[src/rtl/axi_addr_arb3.sv]
// axi_addr_arb3: 3-to-1 AXI address-channel arbiter (fixed / round-robin / weighted) with a registered output stage.
// Define AXI_ARB_STATS_EN to add grant and stall counters with stat_clr.
module axi_addr_arb3 #(
  parameter int ADDR_W = 32,
  parameter int ID_W   = 4,
  parameter int LEN_W  = 8
) (
  input  logic              clk,
  input  logic              rst_n,
  input  logic              arb_en,
  input  logic [1:0]        arb_mode,
  input  logic [15:0]       weight0,
  input  logic [15:0]       weight1,
  input  logic [15:0]       weight2,
  input  logic [2:0]        s_valid,
  output logic [2:0]        s_ready,
  input  logic [ADDR_W-1:0] s_addr0,
  input  logic [ADDR_W-1:0] s_addr1,
  input  logic [ADDR_W-1:0] s_addr2,
  input  logic [ID_W-1:0]   s_id0,
  input  logic [ID_W-1:0]   s_id1,
  input  logic [ID_W-1:0]   s_id2,
  input  logic [LEN_W-1:0]  s_len0,
  input  logic [LEN_W-1:0]  s_len1,
  input  logic [LEN_W-1:0]  s_len2,
  output logic              m_valid,
  input  logic              m_ready,
  output logic [ADDR_W-1:0] m_addr,
  output logic [ID_W-1:0]   m_id,
  output logic [LEN_W-1:0]  m_len,
  output logic [1:0]        m_src
`ifdef AXI_ARB_STATS_EN
  ,
  input  logic              stat_clr,
  output logic [31:0]       grant_cnt0,
  output logic [31:0]       grant_cnt1,
  output logic [31:0]       grant_cnt2,
  output logic [31:0]       stall_cnt
`endif
);
  logic              m_valid_q, m_valid_d;
  logic [ADDR_W-1:0] m_addr_q, m_addr_d;
  logic [ID_W-1:0]   m_id_q, m_id_d;
  logic [LEN_W-1:0]  m_len_q, m_len_d;
  logic [1:0]        m_src_q, m_src_d;
  logic [1:0]        last_q, last_d;
  logic [16:0]       cnt_q, cnt_d;
  logic [2:0]        cfg_q, cfg_d;
  logic [2:0]        elig;
  logic [1:0]        nxt1, nxt2, rr_w, prio_w, w;
  logic [15:0]       wt_last;
  logic              hold, free, grant, cfg_chg;
  always_comb begin
    elig     = arb_en ? s_valid : {2'b00, s_valid[0]};
    nxt1     = (last_q == 2'd2) ? 2'd0 : last_q + 2'd1;
    nxt2     = (nxt1 == 2'd2) ? 2'd0 : nxt1 + 2'd1;
    rr_w     = elig[nxt1] ? nxt1 : elig[nxt2] ? nxt2 : last_q;
    prio_w   = elig[0] ? 2'd0 : elig[1] ? 2'd1 : 2'd2;
    wt_last  = (last_q == 2'd0) ? weight0 : (last_q == 2'd1) ? weight1 : weight2;
    // cnt==0 means no streak yet, so a fresh start always goes through rotation
    hold     = elig[last_q] && (cnt_q != 17'd0) && (cnt_q <= {1'b0, wt_last});
    w        = (arb_mode == 2'd1) ? rr_w : (arb_mode == 2'd2) ? (hold ? last_q : rr_w) : prio_w;
    free     = !m_valid_q || m_ready;
    grant    = free && (elig != 3'b000);
    s_ready  = grant ? (3'b001 << w) : 3'b000;
    m_valid_d = grant ? 1'b1 : m_ready ? 1'b0 : m_valid_q;
    m_addr_d = !grant ? m_addr_q : (w == 2'd0) ? s_addr0 : (w == 2'd1) ? s_addr1 : s_addr2;
    m_id_d   = !grant ? m_id_q : (w == 2'd0) ? s_id0 : (w == 2'd1) ? s_id1 : s_id2;
    m_len_d  = !grant ? m_len_q : (w == 2'd0) ? s_len0 : (w == 2'd1) ? s_len1 : s_len2;
    m_src_d  = grant ? w : m_src_q;
    cfg_d    = {arb_en, arb_mode};
    cfg_chg  = cfg_d != cfg_q;
    cnt_d    = cfg_chg ? 17'd0 : !grant ? cnt_q : (w != last_q) ? 17'd1 : (&cnt_q) ? cnt_q : cnt_q + 17'd1;
    last_d   = grant ? w : last_q;
  end
  always_ff @(posedge clk or negedge rst_n) begin
    if (!rst_n) begin
      m_valid_q <= 1'b0;
      m_addr_q  <= '0;
      m_id_q    <= '0;
      m_len_q   <= '0;
      m_src_q   <= 2'd0;
      last_q    <= 2'd2;
      cnt_q     <= 17'd0;
      cfg_q     <= 3'd0;
    end else begin
      m_valid_q <= m_valid_d;
      m_addr_q  <= m_addr_d;
      m_id_q    <= m_id_d;
      m_len_q   <= m_len_d;
      m_src_q   <= m_src_d;
      last_q    <= last_d;
      cnt_q     <= cnt_d;
      cfg_q     <= cfg_d;
    end
  end
  assign m_valid = m_valid_q;
  assign m_addr  = m_addr_q;
  assign m_id    = m_id_q;
  assign m_len   = m_len_q;
  assign m_src   = m_src_q;
`ifdef AXI_ARB_STATS_EN
  logic [31:0] g0_q, g0_d, g1_q, g1_d, g2_q, g2_d, st_q, st_d;
  always_comb begin
    g0_d = stat_clr ? 32'd0 : g0_q + {31'd0, s_valid[0] && s_ready[0]};
    g1_d = stat_clr ? 32'd0 : g1_q + {31'd0, s_valid[1] && s_ready[1]};
    g2_d = stat_clr ? 32'd0 : g2_q + {31'd0, s_valid[2] && s_ready[2]};
    st_d = stat_clr ? 32'd0 : st_q + {31'd0, m_valid_q && !m_ready};
  end
  always_ff @(posedge clk or negedge rst_n) begin
    if (!rst_n) begin
      g0_q <= 32'd0;
      g1_q <= 32'd0;
      g2_q <= 32'd0;
      st_q <= 32'd0;
    end else begin
      g0_q <= g0_d;
      g1_q <= g1_d;
      g2_q <= g2_d;
      st_q <= st_d;
    end
  end
  assign grant_cnt0 = g0_q;
  assign grant_cnt1 = g1_q;
  assign grant_cnt2 = g2_q;
  assign stall_cnt  = st_q;
`endif
endmodule

[config.mk]
export PLATFORM = sky130hd
export DESIGN_NAME = axi_addr_arb3
export DESIGN_NICKNAME = d
export VERILOG_FILES = /design/src/rtl/axi_addr_arb3.sv
export SDC_FILE = /design/constraint.sdc
export NUM_CORES = 1
export LEC_CHECK = 0
export CAP_MARGIN = 20
export CORE_ASPECT_RATIO = 1.25
export CORE_UTILIZATION = 42
export CTS_BUF_LIST = sky130_fd_sc_hd__clkbuf_8
export DETAILED_ROUTE_END_ITERATION = 10
export HOLD_SLACK_MARGIN = 0.12
export PLACE_DENSITY = 0.83
export SKIP_CTS_REPAIR_TIMING = 1
export SLEW_MARGIN = 0
export SYNTH_ARGS = -nofsm -noshare
export SYNTH_HDL_FRONTEND = slang
export SYNTH_SLANG_ARGS = --single-unit
[constraint.sdc]
create_clock -name clk -period 4.9 [get_ports clk]
set_input_delay 0.735 -clock clk [delete_from_list [all_inputs] [get_ports clk]]
set_output_delay 0.735 -clock clk [all_outputs]
set_load 0.05 [all_outputs]
# Yosys cells after proc, flatten, opt, wreduce, memory -nomap -nowiden
# Cells that the tools add are included.
# op_classes
addsub	3
n_lt_le_gt_ge	4
n_eq_ne	9
n_shift	1
mux	31
n_reduce_logical	13
# op_table
op	n
$mux W17	4
$mux W32	2
$mux W16	2
$mux W2	9
$add A17 B1 Y17 const B	1
$le A17 B16 Y1	1
$reduce_and A17 Y1	1
$reduce_bool A17 Y1	1
$mux W8	2
$lt A2 B3 Y1 const B	3
$mux W4	2
$bmux W1 S2	3
$eq A2 B1 Y1 const B	3
$eq A2 B2 Y1 const B	3
$mux W3	2
$mux W1	5
$add A2 B1 Y2 const B	2
$logic_not A2 Y1	2
$reduce_bool A2 Y1	2
$logic_and A1 B1 Y1	3
$ne A3 B3 Y1	1
$ne A3 B3 Y1 const B	1
$reduce_bool A3 Y1	1
$shl A1 B2 Y3 const A	1
4 further kinds	4
# totals
register_bits	69
wordCells	69

# Depth between registers and ports, before layout
# Gate-level depths: netlist of run 1.
# depth
depth_word	15
mapped_depth	16
ltp_nobuf	13

# Least setup slack after synthesis of run 1
# OpenSTA, ideal clock, no wires.
# synth_path
kind	flip-flop to output port
from	register last_q[0]
to	output s_ready[0]
arrival_time_ps	4597
t_required_ps	4165
slack_ps	-432
path_stages_with_launch	16
path_cell_list	dfrtp_1 > buf_1 > buf_1 > mux2i_1 > nor2_1 > a21oi_1 > ha_1 > nand4b_4 > or4_4 > nor2b_1 > o21a_1 > o2111ai_1 > o211ai_2 > buf_6 > buf_8 > nor3_1
# synth_between
elab_chain_cells	13
word_cells_on_any_way	26
# synth_lines
element	line	text
start: declaration	46	logic [1:0] last_q, last_d;
start signal: assignment	92	last_q <= last_d;
$add A2 B1 Y2 or $eq A2 B2 Y1 (tied branches)	55	nxt1 = (last_q == 2'd2) ? 2'd0 : last_q + 2'd1;
$mux W2	55	
$add A2 B1 Y2 or $eq A2 B2 Y1 (tied branches)	56	nxt2 = (nxt1 == 2'd2) ? 2'd0 : nxt1 + 2'd1;
$mux W2	56	
$bmux W1 S2	57	rr_w = elig[nxt1] ? nxt1 : elig[nxt2] ? nxt2 : last_q;
$mux W1 (implied by the code)	57	
$mux W2 (2 in series)	57	
$mux W2 (2 in series)	62	w = (arb_mode == 2'd1) ? rr_w : (arb_mode == 2'd2) ? (hold ? last_q : rr_w) : prio_w;
$mux W2 (*)	62	
$shl A1 B2 Y3 (*)	65	s_ready = grant ? (3'b001 << w) : 3'b000;
$mux W3 (*)	65	
end: declaration	16	output logic [2:0] s_ready,
# Mark *: on every way between the ends. The rest lies on a longest branch, timed or not. The select of a mux whose other input is x is not followed.

# Worst setup path after layout of run 1
# layout_path
from	input weight1[13]
to	output s_ready[2]
# layout_between
elab_chain_cells	9
# layout_lines
element	line	text
start: declaration	13	input logic [15:0] weight1,
$mux W16 (2 in series)	59	wt_last = (last_q == 2'd0) ? weight0 : (last_q == 2'd1) ? weight1 : weight2;
$le A17 B16 Y1	61	hold = elig[last_q] && (cnt_q != 17'd0) && (cnt_q <= {1'b0, wt_last});
$logic_and A1 B1 Y1	61	
$mux W2 (3 in series)	62	
$shl A1 B2 Y3	65	
$mux W3	65	
# Every way passes these cells.

==> flow_summary_export.csv, run 1 <==
group,metric,value,unit
status,status,"finished with violations",
status,violations,"design-rule violations",
run,maxCapViolCount,0,
critical_path,critPathTopFamily,"simple AND/OR/NAND/NOR gates",
detailed_routing,first_pass_iters,8,
cts,cts-root-buf,"clkbuf_8",
yosys,yosysWarnings,0,
detailed_routing,detail_route.vias_per_cell,5.73,
cts,clock_latency,0.35,ns
critical_path,start_kind,"input port",
final_layout,n_antenna_cell,0,
detailed_routing,drtAntennaViolNets,0,
critical_path,slowest_delay,0.57,ns
sta,min_period,4.68,ns
detailed_routing,dr.first_iter.drc_count,319,
sta,slew_violations,0,
cts,cts_buffers,9,
critical_path,cp_slowest_cell,"or4_4",
floorplanning,core-area,11200,sq um
critical_path,crit_path_max_fanout,5,
grt,grt_use_total,27.9,%
sta,finalClockSkew,0.0102,ns
sta,max-slew-margin-rel,36.8,%
grt,gr-total-overflow,0,
yosys,yosysSeqAreaShare,35.0,%
pwr,power.density,300,nW/um^2
placed_design,portBuffers,238,
grt,grt_pass1_vias,5312,
grt,antenna_found_initial,0,
detailed_routing,dr_total_vias,5328,
floorplanning,num_io_pins,239,
yosys,synth_nets,774,
critical_path,crit_arrival,3.94,ns
sta,period_share,95.4,%
final_layout,drive_gt1_share,7.04,%
worst_hold_path,hp-class,"register to register",
sta,fin_setup_tns,0,ns
detailed_routing,wl_per_cell,17.6,um
placed_design,dpl.hpwl,12.5,mm
sta,setup_viol,0,
placed_design,gp_congestion,0.920,
cts,clock-sinks,68,
pwr,p_leak,2.99,nW
cts,cts_tree,"yes",
yosys,synthCells,566,
sta,fmax,214,MHz
floorplanning,initial_core_util,43.5,%
yosys,yosysUniqueCellTypes,49,
floorplanning,row_count,43,
yosys,synth_edf_count,0,
detailed_routing,drt-total-wl,16.4,mm
critical_path,end_kind,"primary output",
yosys,ys.flop_type,"dfrtp_1",
sta,holdWs,0.489,ns
yosys,ys_seq_elements,68,
sta,hold_viol,0,
final_layout,nets,998,
yosys,synth_area_per_cell,8.60,sq um
floorplanning,dieWidth,98.3,um
yosys,synthArstFlopShare,100,%
critical_path,path_common_cell,"nor2_1",
cts,clock_path_buffers,2,
pwr,ir_drop,0.000196,V
grt,grt_max_degree,66,
cts,cts.htree.levels,3,
final_layout,areaGrowthSynthToFinish,55.2,%
critical_path,worst-r2r-setup-slack,0.80,ns
yosys,synth_area,4870,sq um
critical_path,worst-setup-path-type,"input port to primary output",
critical_path,cp.required,4.16,ns
critical_path,critical_path_buf_inv_count,3,
floorplanning,die_h,122,um
floorplanning,die_area,12000,sq um
sta,grt_setup_unrepaired,"false",
critical_path,path_cells,"clkdlybuf4s50_1 > mux2i_1 > nor2_1 > a21oi_1 > ha_1 > nand4b_4 > or4_4 > nor2b_1 > o21a_1 > buf_4 > o2111ai_1 > o211ai_4 > nor2_1 > and2_1 > buf_12",
cts,clkTransAtPathRegs,0.07,ns
grt,grt_pass1_wl,26.4,mm
sta,worst_slew_pin_slew,0.948,ns
detailed_routing,drc_errors,16,
final_layout,final_util,67.5,%
-- report_power, final --
group / leakage (nW) / switching (W) / internal (W)
sequential: 0.858 / 0.0000632 / 0.000650
clock: 0.0930 / 0.000218 / 0.000192
combinational: 2.04 / 0.000676 / 0.000467
total: 2.99 / 0.000957 / 0.00131
-- state kept, by name (all words and copies together), names as in the netlist --
signal / flops
m_addr: 32
cnt_q: 17
m_len: 8
m_id: 4
cfg_q: 3
last_q: 2
m_src: 1
m_valid: 1
-- layout make-up --
class                   count  area, sq um
repair buffers            254         2530
flip-flops and latches     68         1700
inverters                   7         26.3
well taps                 135          169
fillers                   923         3630
multi-input cells         450         2960
clock inverters             6         31.3
clock buffers              10          138
-- cell families (layout without fill, tap and decap cells) --
kind of cell	count (synthesis)	count (layout)	synth area share, %
fa+ha+maj	19	19	4.88
simple gates	234	234	22.8
buf+inv	48	277	5.19
mux	61	61	12.5
xor+xnor	4	4	0.719
compound gates	132	132	18.9
flops	68	68	35.0
-- per-stage QoR --
step                      power [W]  instance area (sq um)  setup slack (ns)  instances
after floorplan             0.00141                   4880          -0.00382        566
after global placement      0.00184                   7390             0.296        914
after detailed placement    0.00187                   7390             0.190        914
after CTS                   0.00228                   7560             0.198        930
after global routing        0.00239                   7560            0.0277        930
final                       0.00227                   7560             0.225        930
-- synthesized netlist by cell type (all sizes together) (2+ instances only) --
| library cell | instances | share of area [%] |
|---|---|---|
| a211oi | 2 | 0.31 |
| a21boi | 2 | 0.31 |
| a21oi | 33 | 3.4 |
| a31oi | 7 | 0.90 |
| and2 | 5 | 0.64 |
| and3 | 3 | 0.39 |
| buf | 22 | 3.2 |
| clkbuf | 19 | 1.5 |
| dfrtp | 67 | 34 |
| ha | 19 | 4.9 |
| inv | 7 | 0.54 |
| mux2i | 61 | 13 |
| nand2 | 91 | 7.0 |
| nand2b | 4 | 0.51 |
| nand3 | 59 | 6.1 |
| nand3b | 2 | 0.31 |
| nand4 | 6 | 0.77 |
| nor2 | 30 | 2.3 |
| nor2b | 7 | 0.90 |
| nor3 | 10 | 1.0 |
| nor4 | 4 | 0.51 |
| o2111ai | 3 | 0.54 |
| o211ai | 47 | 8.4 |
| o21a | 8 | 1.2 |
| o21ai | 16 | 1.6 |
| o22ai | 7 | 0.90 |
| or3 | 6 | 0.77 |
| or4 | 3 | 0.54 |
| xnor2 | 4 | 0.72 |
-- worst paths after layout --
kind | depth (start not counted) | start | endpoint
setup / recovery | 15 | weight1[13] | s_ready[2]
hold / removal | 2 | m_len[5]$_DFFE_PN0P_ | m_len[5]$_DFFE_PN0P_
setup reg to reg | 14 | last_q[1]$_DFFE_PN1P_ | m_id[1]$_DFFE_PN0P_
hold reg to reg | 2 | m_len[5]$_DFFE_PN0P_ | m_len[5]$_DFFE_PN0P_
max in group asynchronous | 2 | rst_n | last_q[1]$_DFFE_PN1P_
min in group asynchronous | 1 | rst_n | m_id[2]$_DFFE_PN0P_
-- routing by layer --
metal	GRT usage, %	share of wire, %	vias to the layer above
met1	30.9	37	2509
met5	0	0	-
li1	-	-	2519
met2	50.0	50	267
met3	8.94	10	33
met4	10.4	2.4	0
-- worst min-delay path: stages (launching register included) --
cell and delay (ns):
dfrtp_1 0.35, nand2_1 0.06, o211ai_2 0.05
-- cell usage in the layout, fill, tap and decap left out, types with 5 or more instances in the layout --
master / n
a21oi_1: 33
a31oi_1: 7
and2_1: 5
buf_4: 16
clkbuf_8: 10
clkdlybuf4s50_1: 234
dfrtp_1: 67
ha_1: 19
inv_1: 8
mux2i_1: 61
nand2_1: 91
nand3_1: 59
nand4_1: 6
nor2_1: 30
nor2b_1: 6
nor3_1: 9
o211ai_1: 36
o211ai_2: 10
o21a_1: 7
o21ai_0: 13
o22ai_1: 7
or3_1: 6
No activity file was read; power rests on OpenSTA's default activity.
==> run 2, diff against run 1 <==
--- a/config.mk
+++ b/config.mk
@@ -6,7 +6,7 @@
 export NUM_CORES = 1
 export LEC_CHECK = 0
 export CAP_MARGIN = 20
-export CORE_ASPECT_RATIO = 1.25
+export CORE_ASPECT_RATIO = 1.4
 export CORE_UTILIZATION = 42
 export CTS_BUF_LIST = sky130_fd_sc_hd__clkbuf_8
 export DETAILED_ROUTE_END_ITERATION = 10
==> run 2 against run 1 <==
  * The flow now finishes without violations
  * Non-clock buffer count fell by 5
  * Utilization decreased by 1.2 points
  * Via count down 1.3%
  * Final cell count up 0.43%
  * Worst setup slack better by 0.050 ns
  * Critical path type unchanged
  * Largest cell class unchanged
  * Highest routed layer unchanged
==> flow_summary_export.csv, run 2 (synthesized netlist as in run 1, its figures left out) <==
group,metric,value,unit
critical_path,start_kind,"input port",
floorplanning,die_h,129,um
floorplanning,die_area,12000,sq um
detailed_routing,drtAntennaViolNets,0,
critical_path,cp_slowest_cell,"or4_4",
final_layout,drive_gt1_share,6.58,%
cts,cts_tree,"yes",
critical_path,crit_arrival,3.89,ns
sta,setup_slack,0.275,ns
final_layout,largest_register_ffs,32,
placed_design,pre_cts_slack,0.253,ns
worst_hold_path,hp-class,"register to register",
sta,period_share,94.4,%
detailed_routing,first_pass_iters,5,
grt,antenna_found_initial,0,
cts,clock_latency,0.36,ns
final_layout,layoutNonFillerInstCount,934,
cts,clock-sinks,68,
run,maxCapViolCount,0,
floorplanning,core-area,11300,sq um
placed_design,portBuffers,238,
cts,cts.htree.levels,3,
floorplanning,initial_core_util,42.9,%
critical_path,cp.required,4.16,ns
sta,max-slew-margin-rel,41.1,%
final_layout,nets,993,
pwr,ir_drop,0.000197,V
final_layout,mostFrequentLayoutCell,"clkdlybuf4s50_1",
cts,clkTransAtPathRegs,0.07,ns
detailed_routing,detail_route.vias_per_cell,5.63,
status,status,"completed",
grt,grt_use_total,26.3,%
detailed_routing,drc_errors,0,
critical_path,end_kind,"primary output",
detailed_routing,wl_per_cell,16.9,um
sta,worst_slew_pin_slew,0.884,ns
detailed_routing,dr.first_iter.drc_count,393,
floorplanning,dieWidth,93.0,um
sta,hold_viol,0,
critical_path,path_cells,"clkdlybuf4s50_1 > mux2i_1 > nor2_1 > a21oi_1 > ha_1 > nand4b_4 > or4_4 > nor2b_1 > o21a_1 > o2111ai_1 > o211ai_4 > nor3_2 > buf_4",
placed_design,dpl.hpwl,11.9,mm
final_layout,final_util,66.3,%
critical_path,worst-r2r-setup-slack,0.93,ns
sta,setup_viol,0,
detailed_routing,dr_total_vias,5257,
sta,fmax,216,MHz
sta,grt_setup_unrepaired,"false",
final_layout,mostFrequentLayoutCells,"234 x clkdlybuf4s50_1, 91 x nand2_1, 66 x dfrtp_1",
grt,grt_pass1_wl,24.9,mm
sta,finalClockSkew,0.0161,ns
floorplanning,num_io_pins,239,
cts,cts_buffers,9,
grt,gr-total-overflow,0,
final_layout,areaGrowthSynthToFinish,54.5,%
grt,grt_pass1_vias,5321,
sta,slew_violations,0,
critical_path,crit_path_max_fanout,5,
pwr,power.density,301,nW/um^2
cts,cts-root-buf,"clkbuf_8",
cts,clock_path_buffers,2,
grt,grt_max_degree,69,
pwr,p_leak,2.96,nW
final_layout,fillers,931,
detailed_routing,drt-total-wl,15.8,mm
placed_design,gp_congestion,0.886,
floorplanning,row_count,46,
final_layout,n_antenna_cell,0,
critical_path,worst-setup-path-type,"input port to primary output",
placed_design,place_inst,918,
sta,min_period,4.63,ns
critical_path,slowest_delay,0.57,ns
run 2: where the power goes:
group	total, W	leakage [nW]	internal [W]	switching (W)
logic	0.00111	2.01	0.000456	0.000651
clock network	0.000426	0.0925	0.000208	0.000219
registers	0.000730	0.857	0.000652	0.0000788
run 2: worst max-delay path: cells and delay by family:
family / cells / cell delay [ns]
AOI/OAI and AO/OA: 4 / 0.71
adders and majority gates: 1 / 0.37
buffers and inverters: 2 / 0.71
muxes: 1 / 0.07
and+or+nand+nor: 5 / 1.28
run 2: routing by layer:
metal / track usage (%) / part of all wire (%) / vias to the layer above
met5: 0 / 0 / -
met4: 13.9 / 3.5 / 0
met3: 5.81 / 7.5 / 39
met2: 47.2 / 52 / 238
met1: 28.9 / 37 / 2468
li1: - / - / 2512
run 2: path summary, 6_finish.rpt:
check | start | end | depth (start not counted)
min in group asynchronous | rst_n | m_valid$_DFFE_PN0P_ | 2
max in group asynchronous | rst_n | last_q[0]$_DFFE_PN0P_ | 2
min | m_src[1]$_DFFE_PN0P_ | m_src[1]$_DFFE_PN0P_ | 1
max reg2reg | last_q[1]$_DFFE_PN1P_ | m_addr[4]$_DFFE_PN0P_ | 11
min reg2reg | m_src[1]$_DFFE_PN0P_ | m_src[1]$_DFFE_PN0P_ | 1
max | weight1[15] | s_ready[0] | 13
run 2: final cells by class:
type                       count  area (sq um)  share of cell area (%)
tap                          144           180                    2.40
timing repair buffer         249          2460                    32.8
sequential                    68          1710                    22.7
inverter                       7          26.3                   0.349
clock inverter                 5          28.8                   0.383
clock buffer                  11           151                    2.01
multi-input combinational    450          2960                    39.4
run 2: per-stage QoR:
step | instance area [sq um] | TNS (ns) | power, W | hold slack, ns
2_1_floorplan | 4880 | -0.00382 | 0.00141 | 0.439
3_3_place_gp | 7340 | 0 | 0.00182 | 0.475
3_5_place_dp | 7340 | 0 | 0.00185 | 0.479
4_1_cts | 7520 | 0 | 0.00228 | 0.497
5_1_grt | 7520 | 0 | 0.00237 | 0.528
6_report | 7520 | 0 | 0.00226 | 0.492
==> run 3, diff against run 2 <==
--- a/config.mk
+++ b/config.mk
@@ -10,7 +10,7 @@
 export CORE_UTILIZATION = 42
 export CTS_BUF_LIST = sky130_fd_sc_hd__clkbuf_8
 export DETAILED_ROUTE_END_ITERATION = 10
-export HOLD_SLACK_MARGIN = 0.12
+export HOLD_SLACK_MARGIN = 0.15
 export PLACE_DENSITY = 0.83
 export SKIP_CTS_REPAIR_TIMING = 1
 export SLEW_MARGIN = 0
==> results of run 3 <==
No change in the layout: final DEF, timing and power equal those of run 2.
